[src/rtl/fifo_pkg.sv]
// Shared widths, error encoding and default thresholds for the single-clock FIFO.
package fifo_pkg;

  localparam int DEFAULT_WIDTH  = 8;
  localparam int DEFAULT_DEPTH  = 16;
  localparam int DEFAULT_AEMPTY = 2;

  typedef enum logic [1:0] {
    FIFO_ERR_NONE = 2'b00,
    FIFO_ERR_WR   = 2'b01,
    FIFO_ERR_RD   = 2'b10,
    FIFO_ERR_BOTH = 2'b11
  } fifo_err_e;

  function automatic int ptr_width(input int depth);
    return (depth > 1) ? $clog2(depth) : 1;
  endfunction

  // Occupancy has to reach DEPTH itself, hence one bit more than an address.
  function automatic int cnt_width(input int depth);
    return ptr_width(depth) + 1;
  endfunction

endpackage

[src/rtl/sync_fifo_param_if.sv]
// Producer/consumer bus of sync_fifo_param: push/pop handshake, read data and status.
interface sync_fifo_param_if
  import fifo_pkg::*;
#(
  parameter int WIDTH = DEFAULT_WIDTH,
  parameter int DEPTH = DEFAULT_DEPTH
);
  localparam int CW = cnt_width(DEPTH);

  logic             flush;
  logic             wr_en;
  logic [WIDTH-1:0] wdata;
  logic             rd_en;
  logic [WIDTH-1:0] rdata;
  logic             rd_valid;
  logic             full;
  logic             empty;
  logic             almost_full;
  logic             almost_empty;
  logic [CW-1:0]    count;
  logic             wr_err;
  logic             rd_err;

  modport master (
    output flush, wr_en, wdata, rd_en,
    input  rdata, rd_valid, full, empty, almost_full, almost_empty, count, wr_err, rd_err
  );

  modport slave (
    input  flush, wr_en, wdata, rd_en,
    output rdata, rd_valid, full, empty, almost_full, almost_empty, count, wr_err, rd_err
  );

endinterface

[src/rtl/fifo_dp_ram.sv]
// Storage for sync_fifo_param: one write port, one read port. Registered read by default,
// combinational read when SYNC_FIFO_FWFT_EN is defined.
module fifo_dp_ram #(
  parameter int WIDTH = 8,
  parameter int DEPTH = 16,
  parameter int AW    = 4
) (
  input  logic             clk,
  input  logic             rst,
  input  logic             we_i,
  input  logic [AW-1:0]    waddr_i,
  input  logic [WIDTH-1:0] wdata_i,
  input  logic             re_i,
  input  logic [AW-1:0]    raddr_i,
  output logic [WIDTH-1:0] rdata_o
);

  logic [WIDTH-1:0] mem_q [DEPTH];

  // Write port; the array is deliberately left out of reset.
  always_ff @(posedge clk) begin
    if (we_i) begin
      mem_q[waddr_i] <= wdata_i;
    end
  end

`ifdef SYNC_FIFO_FWFT_EN
  logic unused_s;
  assign unused_s = rst ^ re_i;
  assign rdata_o  = mem_q[raddr_i];
`else
  logic [WIDTH-1:0] rdata_q;

  // Read register: old contents win when the same slot is written on the same edge.
  always_ff @(posedge clk) begin
    if (rst) begin
      rdata_q <= {WIDTH{1'b0}};
    end else if (re_i) begin
      rdata_q <= mem_q[raddr_i];
    end
  end

  assign rdata_o = rdata_q;
`endif

endmodule

[src/rtl/sync_fifo_param.sv]
// Single-clock FIFO with occupancy count, almost flags, flush and error pulses.
// Define SYNC_FIFO_FWFT_EN for first-word-fall-through reads.
module sync_fifo_param
  import fifo_pkg::*;
#(
  parameter int WIDTH         = DEFAULT_WIDTH,
  parameter int DEPTH         = DEFAULT_DEPTH,
  parameter int PTR_WIDTH     = ptr_width(DEPTH),
  parameter int AFULL_THRESH  = DEPTH - 2,
  parameter int AEMPTY_THRESH = DEFAULT_AEMPTY
) (
  input  logic              clk,
  input  logic              rst,
  sync_fifo_param_if.slave  bus
);

  localparam int CW = PTR_WIDTH + 1;
  localparam logic [CW-1:0] AF_C  = CW'(AFULL_THRESH);
  localparam logic [CW-1:0] AE_C  = CW'(AEMPTY_THRESH);
  localparam logic [CW-1:0] ONE_C = {{PTR_WIDTH{1'b0}}, 1'b1};

  logic [CW-1:0] wr_ptr_q, wr_ptr_d, rd_ptr_q, rd_ptr_d, count_q, count_d;
  logic          full_q, full_d, empty_q, empty_d;
  logic          afull_q, afull_d, aempty_q, aempty_d;
  logic          rd_valid_q, rd_valid_d;
  fifo_err_e     err_q, err_d;
  logic          wr_acc_s, rd_acc_s;

  // Accept rules: a pop frees the slot a same-cycle push into a full FIFO needs.
  always_comb begin
    rd_acc_s = 1'b0;
    wr_acc_s = 1'b0;
    if (rst || bus.flush) begin
      rd_acc_s = 1'b0;
      wr_acc_s = 1'b0;
    end else begin
      rd_acc_s = bus.rd_en && !empty_q;
      wr_acc_s = bus.wr_en && (!full_q || rd_acc_s);
    end
  end

  // Next-state pointers, count and flags, so flags land on the same edge as the count.
  always_comb begin
    wr_ptr_d   = wr_acc_s ? (wr_ptr_q + ONE_C) : wr_ptr_q;
    rd_ptr_d   = rd_acc_s ? (rd_ptr_q + ONE_C) : rd_ptr_q;
    count_d    = count_q;
    case ({wr_acc_s, rd_acc_s})
      2'b10:   count_d = count_q + ONE_C;
      2'b01:   count_d = count_q - ONE_C;
      default: count_d = count_q;
    endcase
    full_d     = (wr_ptr_d[PTR_WIDTH-1:0] == rd_ptr_d[PTR_WIDTH-1:0]) &&
                 (wr_ptr_d[PTR_WIDTH] != rd_ptr_d[PTR_WIDTH]);
    empty_d    = (wr_ptr_d == rd_ptr_d);
    afull_d    = (count_d >= AF_C);
    aempty_d   = (count_d <= AE_C);
    rd_valid_d = rd_acc_s;
    err_d      = fifo_err_e'({bus.rd_en && !rd_acc_s && !bus.flush,
                              bus.wr_en && !wr_acc_s && !bus.flush});
  end

  // State register; flush clears like reset but leaves the read data register alone.
  always_ff @(posedge clk) begin
    if (rst || bus.flush) begin
      wr_ptr_q   <= {CW{1'b0}};
      rd_ptr_q   <= {CW{1'b0}};
      count_q    <= {CW{1'b0}};
      full_q     <= 1'b0;
      empty_q    <= 1'b1;
      afull_q    <= 1'b0;
      aempty_q   <= 1'b1;
      rd_valid_q <= 1'b0;
      err_q      <= FIFO_ERR_NONE;
    end else begin
      wr_ptr_q   <= wr_ptr_d;
      rd_ptr_q   <= rd_ptr_d;
      count_q    <= count_d;
      full_q     <= full_d;
      empty_q    <= empty_d;
      afull_q    <= afull_d;
      aempty_q   <= aempty_d;
      rd_valid_q <= rd_valid_d;
      err_q      <= err_d;
    end
  end

  fifo_dp_ram #(
    .WIDTH (WIDTH),
    .DEPTH (DEPTH),
    .AW    (PTR_WIDTH)
  ) u_ram (
    .clk     (clk),
    .rst     (rst),
    .we_i    (wr_acc_s),
    .waddr_i (wr_ptr_q[PTR_WIDTH-1:0]),
    .wdata_i (bus.wdata),
    .re_i    (rd_acc_s),
    .raddr_i (rd_ptr_q[PTR_WIDTH-1:0]),
    .rdata_o (bus.rdata)
  );

`ifdef SYNC_FIFO_FWFT_EN
  logic unused_rd_valid_s;
  assign unused_rd_valid_s = rd_valid_q;
  assign bus.rd_valid      = !empty_q;
`else
  assign bus.rd_valid      = rd_valid_q;
`endif

  assign bus.full         = full_q;
  assign bus.empty        = empty_q;
  assign bus.almost_full  = afull_q;
  assign bus.almost_empty = aempty_q;
  assign bus.count        = count_q;
  assign bus.wr_err       = err_q[0];
  assign bus.rd_err       = err_q[1];

endmodule
[src/flat_wrapper.sv]
// flat-port wrapper written by rule: the top's interface ports become plain ports
module sync_fifo_param_flat import fifo_pkg::*;
#(
  parameter int WIDTH         = DEFAULT_WIDTH,
  parameter int DEPTH         = DEFAULT_DEPTH,
  parameter int PTR_WIDTH     = ptr_width(DEPTH),
  parameter int AFULL_THRESH  = DEPTH - 2,
  parameter int AEMPTY_THRESH = DEFAULT_AEMPTY
)
  (clk, rst, bus_flush, bus_wr_en, bus_wdata, bus_rd_en, bus_rdata, bus_rd_valid, bus_full, bus_empty, bus_almost_full, bus_almost_empty, bus_count, bus_wr_err, bus_rd_err);
  sync_fifo_param_if #(.WIDTH(WIDTH), .DEPTH(DEPTH)) bus_i ();
  input  logic clk;
  input  logic rst;
  input wire logic [$bits(bus_i.flush)-1:0] bus_flush;
  input wire logic [$bits(bus_i.wr_en)-1:0] bus_wr_en;
  input wire logic [$bits(bus_i.wdata)-1:0] bus_wdata;
  input wire logic [$bits(bus_i.rd_en)-1:0] bus_rd_en;
  output wire logic [$bits(bus_i.rdata)-1:0] bus_rdata;
  output wire logic [$bits(bus_i.rd_valid)-1:0] bus_rd_valid;
  output wire logic [$bits(bus_i.full)-1:0] bus_full;
  output wire logic [$bits(bus_i.empty)-1:0] bus_empty;
  output wire logic [$bits(bus_i.almost_full)-1:0] bus_almost_full;
  output wire logic [$bits(bus_i.almost_empty)-1:0] bus_almost_empty;
  output wire logic [$bits(bus_i.count)-1:0] bus_count;
  output wire logic [$bits(bus_i.wr_err)-1:0] bus_wr_err;
  output wire logic [$bits(bus_i.rd_err)-1:0] bus_rd_err;
  assign bus_i.flush = bus_flush;
  assign bus_i.wr_en = bus_wr_en;
  assign bus_i.wdata = bus_wdata;
  assign bus_i.rd_en = bus_rd_en;
  assign bus_rdata = bus_i.rdata;
  assign bus_rd_valid = bus_i.rd_valid;
  assign bus_full = bus_i.full;
  assign bus_empty = bus_i.empty;
  assign bus_almost_full = bus_i.almost_full;
  assign bus_almost_empty = bus_i.almost_empty;
  assign bus_count = bus_i.count;
  assign bus_wr_err = bus_i.wr_err;
  assign bus_rd_err = bus_i.rd_err;
  sync_fifo_param #(.WIDTH(WIDTH), .DEPTH(DEPTH), .PTR_WIDTH(PTR_WIDTH), .AFULL_THRESH(AFULL_THRESH), .AEMPTY_THRESH(AEMPTY_THRESH)) u_core (.clk(clk), .rst(rst), .bus(bus_i));
endmodule
[config.mk]
export PLATFORM = sky130hd
export DESIGN_NAME = sync_fifo_param_flat
export DESIGN_NICKNAME = d
export VERILOG_FILES = /design/src/rtl/fifo_pkg.sv /design/src/rtl/sync_fifo_param_if.sv /design/src/rtl/fifo_dp_ram.sv /design/src/rtl/sync_fifo_param.sv /design/src/flat_wrapper.sv
export SDC_FILE = /design/constraint.sdc
export NUM_CORES = 1
export LEC_CHECK = 0
export CORE_ASPECT_RATIO = 1.2
export CORE_MARGIN = 1.5
export CORE_UTILIZATION = 55
export DETAILED_ROUTE_END_ITERATION = 16
export PLACE_DENSITY = 0.73
export SYNTH_ARGS = -nofsm -noshare
export SYNTH_HDL_FRONTEND = slang
export SYNTH_SLANG_ARGS = --single-unit
export TNS_END_PERCENT = 30
[constraint.sdc]
create_clock -name clk -period 6 [get_ports clk]
set_clock_uncertainty 0.2 [all_clocks]
set_input_delay 1.2 -clock clk [delete_from_list [all_inputs] [get_ports clk]]
set_output_delay 1.2 -clock clk [all_outputs]
set_load 0.02 [all_outputs]
==> results.md <==
* Mean Syn Cell Area at roughly 18 µm²
* Netlist Area Pre-Place at 0.006430 mm²
* DRT iter0 DRCs at around 220
* Worst EP arrival at 4620 ps
* CP peak stage delay at 610 ps
* Sequential fraction of the synthesis area at 0.6912
* Residual DRC at 0
* Setup Fix Bufs, Post-CTS at 0
* Clk buf depth at 2
* Combinational power share at 0.018
* Max_slew headroom at 0.3682
* Design area at around 0.0075 mm²
* Main flop type after synthesis: edfxtp_1
* Critical R2R Launch: u_core.bus.empty$_SDFF_PP1_
* Status: finished, final reports clean
* Post-synth top area share at 0.5978
* RR Endpoint: u_core.bus.almost_full$_SDFF_PP0_
* Synth warn at 0
* Final Wtd Congestion at 0.8387
* Routed via count at 3290
* Crit-path cells: clkdlybuf4s50_1 > or3b_1 > o21ba_4 > inv_1 > ha_1 > xor2_1 > ha_1 > a21oi_1 > o32a_1 > or3_1 > a21oi_1 > or2_1
* Detailed Place HPWL at around 7.6 mm
* Post-CTS Resized at 0
* CP Data Required Time at between 6000 and 7000 ps
* Clock Latency Late Sink at around 430 ps
* Total of max-cap violations at 0
* Grt total ovfl at 0
* Setup crit start kind: input port
* Core Rows at 43
* Part of the power in registers at 0.496
* Die height at 121.4 µm
* Cell taking the most area after synthesis: edfxtp_1
* Clock Power Share at 0.486
* CTS Buf Count at 17
* Dominant cells by area after synthesis: edfxtp_1 60%, mux4_2 14%, dfxtp_1 9.3%
* Minimum clock period at roughly 4500 ps
* H-tree levels at 4
* Seq cells post-synth at roughly 160
* Worst path bufs/invs at 2
* Initial antenna violation count at 0
* Drt total wl at 12.57 mm
* Area grow syn2layout at 17.28%
* Routed Antenna Nets at 0
* # IOs at 33
* CTS Hold Buffers Added at 0
* Net Sw Frac at 0.1887
* LEAKAGE at 2.426 nW
* Layout net count at around 420
* # clock sinks at about 160
* Top delay family on crit path: compound AO/OA/AOI/OAI gates
* Hold Slack at between 200 and 300 ps
* Power Dens Cells at 317.6 mW/mm²
* Worst-path clk slew at 60 ps
* Final setup vio count at 0
* Drt via density at roughly 5.8
* Clock root buffer: clkbuf_16
* PortBufs at 32
* Worst-path maximum fanout at 19
* Fraction of layout cells with a size suffix above 1 at 0.2078
* Worst min path class: register to register
* CTS tree: built
* # fillers at 776
* Async S/R FF share, synth at 0
* Fin. Hold Viols at 0
* Slew Viols, Final at 0
* Largest net degree at the start of global routing at 37
* Post-synth net total at 381
* Register-to-register path setup slack at 2870 ps
* Total track usage at 0.2243
* Tcrit/Tclk final at 0.7419
* Std-Cell Core Area at 0.01146 mm²
* RSZ-0062 raised after global routing: no
* Post-synth EDFFs at around 130
* CP Depth at 12
* Hold Path Sink: u_core.u_ram.rdata_o[5]$_SDFFE_PP0N_
* Full die area at 0.01235 mm²
* Hold path cells at 2
* Wirelength per Cell at approximately 22 µm
* Highest Clock Rate at 224.6 MHz
* First-pass GRT wire length at 19.20 mm
* Ant diodes at 0
* Number of global-route vias before repair at 3261
* Mapped Cells at 360
* Initial Utilization at 0.5611
* P_sw at 0.4520 mW
* Post-DP Area at between 0.006 and 0.007 mm²
* Crit-path slowest cell: clkdlybuf4s50_1
* Cells on worst reg2reg path at 11
* Kind of critical path: input port to register
* Int Pwr at 1.943 mW
* CP Capture Type: register
* DRT Pass-1 Iters at 6
* Post-route setup TNS at 0 ps
* Worst slew pin tran at 942.6 ps
* Post-synth cell types at 46
* Worst vdd ir at 0.0001719 V
* HP Start: u_core.u_ram.rdata_o[5]$_SDFFE_PP0N_
* Die width at around 100 µm
-- synthesized netlist by cell type (4+ instances only) --
library cell and n:
edfxtp_1 128, mux4_2 40, dfxtp_1 30, nor2_1 20, nand2_1 12, xor2_1 11, clkbuf_1 10, nand2b_1 10
a21oi_1 9, and3_1 8, ha_1 8, o21ai_1 8, xnor2_1 7, buf_2 6, inv_1 5, nor3b_1 4
-- metrics by stage --
stage,utilization,total power [mW],setup WS [ps],std cells
finish,0.6580,2.395,1548,566
global route,0.6580,2.453,1278,566
CTS,0.6580,2.409,1547,566
detailed placement,0.6018,1.256,1131,534
global placement,0.6018,1.254,1251,534
floorplan,-,1.230,1808,360
-- registers in the layout (all words and copies together) (netlist names) --
signal,flops
u_core.bus.almost_empty,1
u_core.bus.almost_full,1
u_core.bus.count,5
u_core.bus.empty,1
u_core.bus.full,1
u_core.bus.rd_valid,1
u_core.err_q,2
u_core.rd_ptr_q,5
u_core.u_ram.mem_q,128
u_core.u_ram.rdata_o,8
u_core.wr_ptr_q,5
-- kinds of logic after synthesis --
logic type / count (synthesis) / share of synthesized area
adder cells (fa/ha/maj): 8 / 0.01557
AO/OA/AOI/OAI: 28 / 0.02822
multiplexers: 42 / 0.1432
flip-flops: 158 / 0.6912
XOR/XNOR: 19 / 0.02802
buffers and inverters: 27 / 0.01985
AND/OR/NAND/NOR: 78 / 0.07395
-- power by group through the flow --
| stage | clock (mW) | sequential, mW | combinational [mW] |
|---|---|---|---|
| final | 1.16 | 1.19 | 0.0440 |
| after detailed placement | 0 | 1.21 | 0.0443 |
| after global placement | 0 | 1.21 | 0.0425 |
| after CTS | 1.18 | 1.19 | 0.0445 |
| after global routing | 1.22 | 1.19 | 0.0480 |
| after floorplan | 0 | 1.21 | 0.0177 |
-- tightest hold or removal path, delay by kind of cell (launching register included) --
family	cells	cell delay (ps)
AO/OA/AOI/OAI	1	50
flip-flops	1	310
AND/OR/NAND/NOR	1	60
-- metal layers --
layer	routed length (µm)	GRT usage
met1	5117	0.3029
met2	6405	0.3496
met3	754	0.05300
met4	290	0.09722
met5	0	0
-- how the worst max path moves through the flow --
stage	startpoint	to	slack (ps)
2_1_floorplan	rst	u_core.bus.almost_empty$_SDFF_PP1_	1810
3_3_place_gp	rst	u_core.bus.almost_empty$_SDFF_PP1_	1250
3_5_place_dp	rst	u_core.bus.almost_full$_SDFF_PP0_	1130
4_1_cts	rst	u_core.bus.almost_full$_SDFF_PP0_	1550
5_1_grt	rst	u_core.bus.almost_full$_SDFF_PP0_	1280
6_report	rst	u_core.bus.almost_full$_SDFF_PP0_	1550
-- area by class of cell --
class                   count  area, µm²  area share
clock buffers              18      429.2     0.05691
well taps                 157      196.4     0.02605
repair buffers             39      372.9     0.04944
multi-input cells         175       1863      0.2471
clock inverters            14      215.2     0.02854
flip-flops and latches    158       4446      0.5895
inverters                   5      18.77    0.002489
-- placed cells by master (no fill, tap or decap), types with 2 or more instances in the layout --
master and count:
nor2b_1 3, nand2b_1 10, clkdlybuf4s50_1 32, edfxtp_1 128
inv_1 5, bufinv_16 5, nor4b_4 2, and3_1 8
mux4_2 40, clkinvlp_4 2, clkinv_1 2, xor2_1 11
buf_4 7, nand4_1 3, dfxtp_1 29, o21ai_0 2
nor3b_1 4, o21ai_1 8, nand4_2 2, xnor2_1 7
a21oi_1 9, and4_1 3, mux2i_1 2, clkinv_4 2
clkbuf_16 17, nor2_1 20, nand2_1 12, ha_1 8
Note: power is estimated with default switching activity, not from simulation.
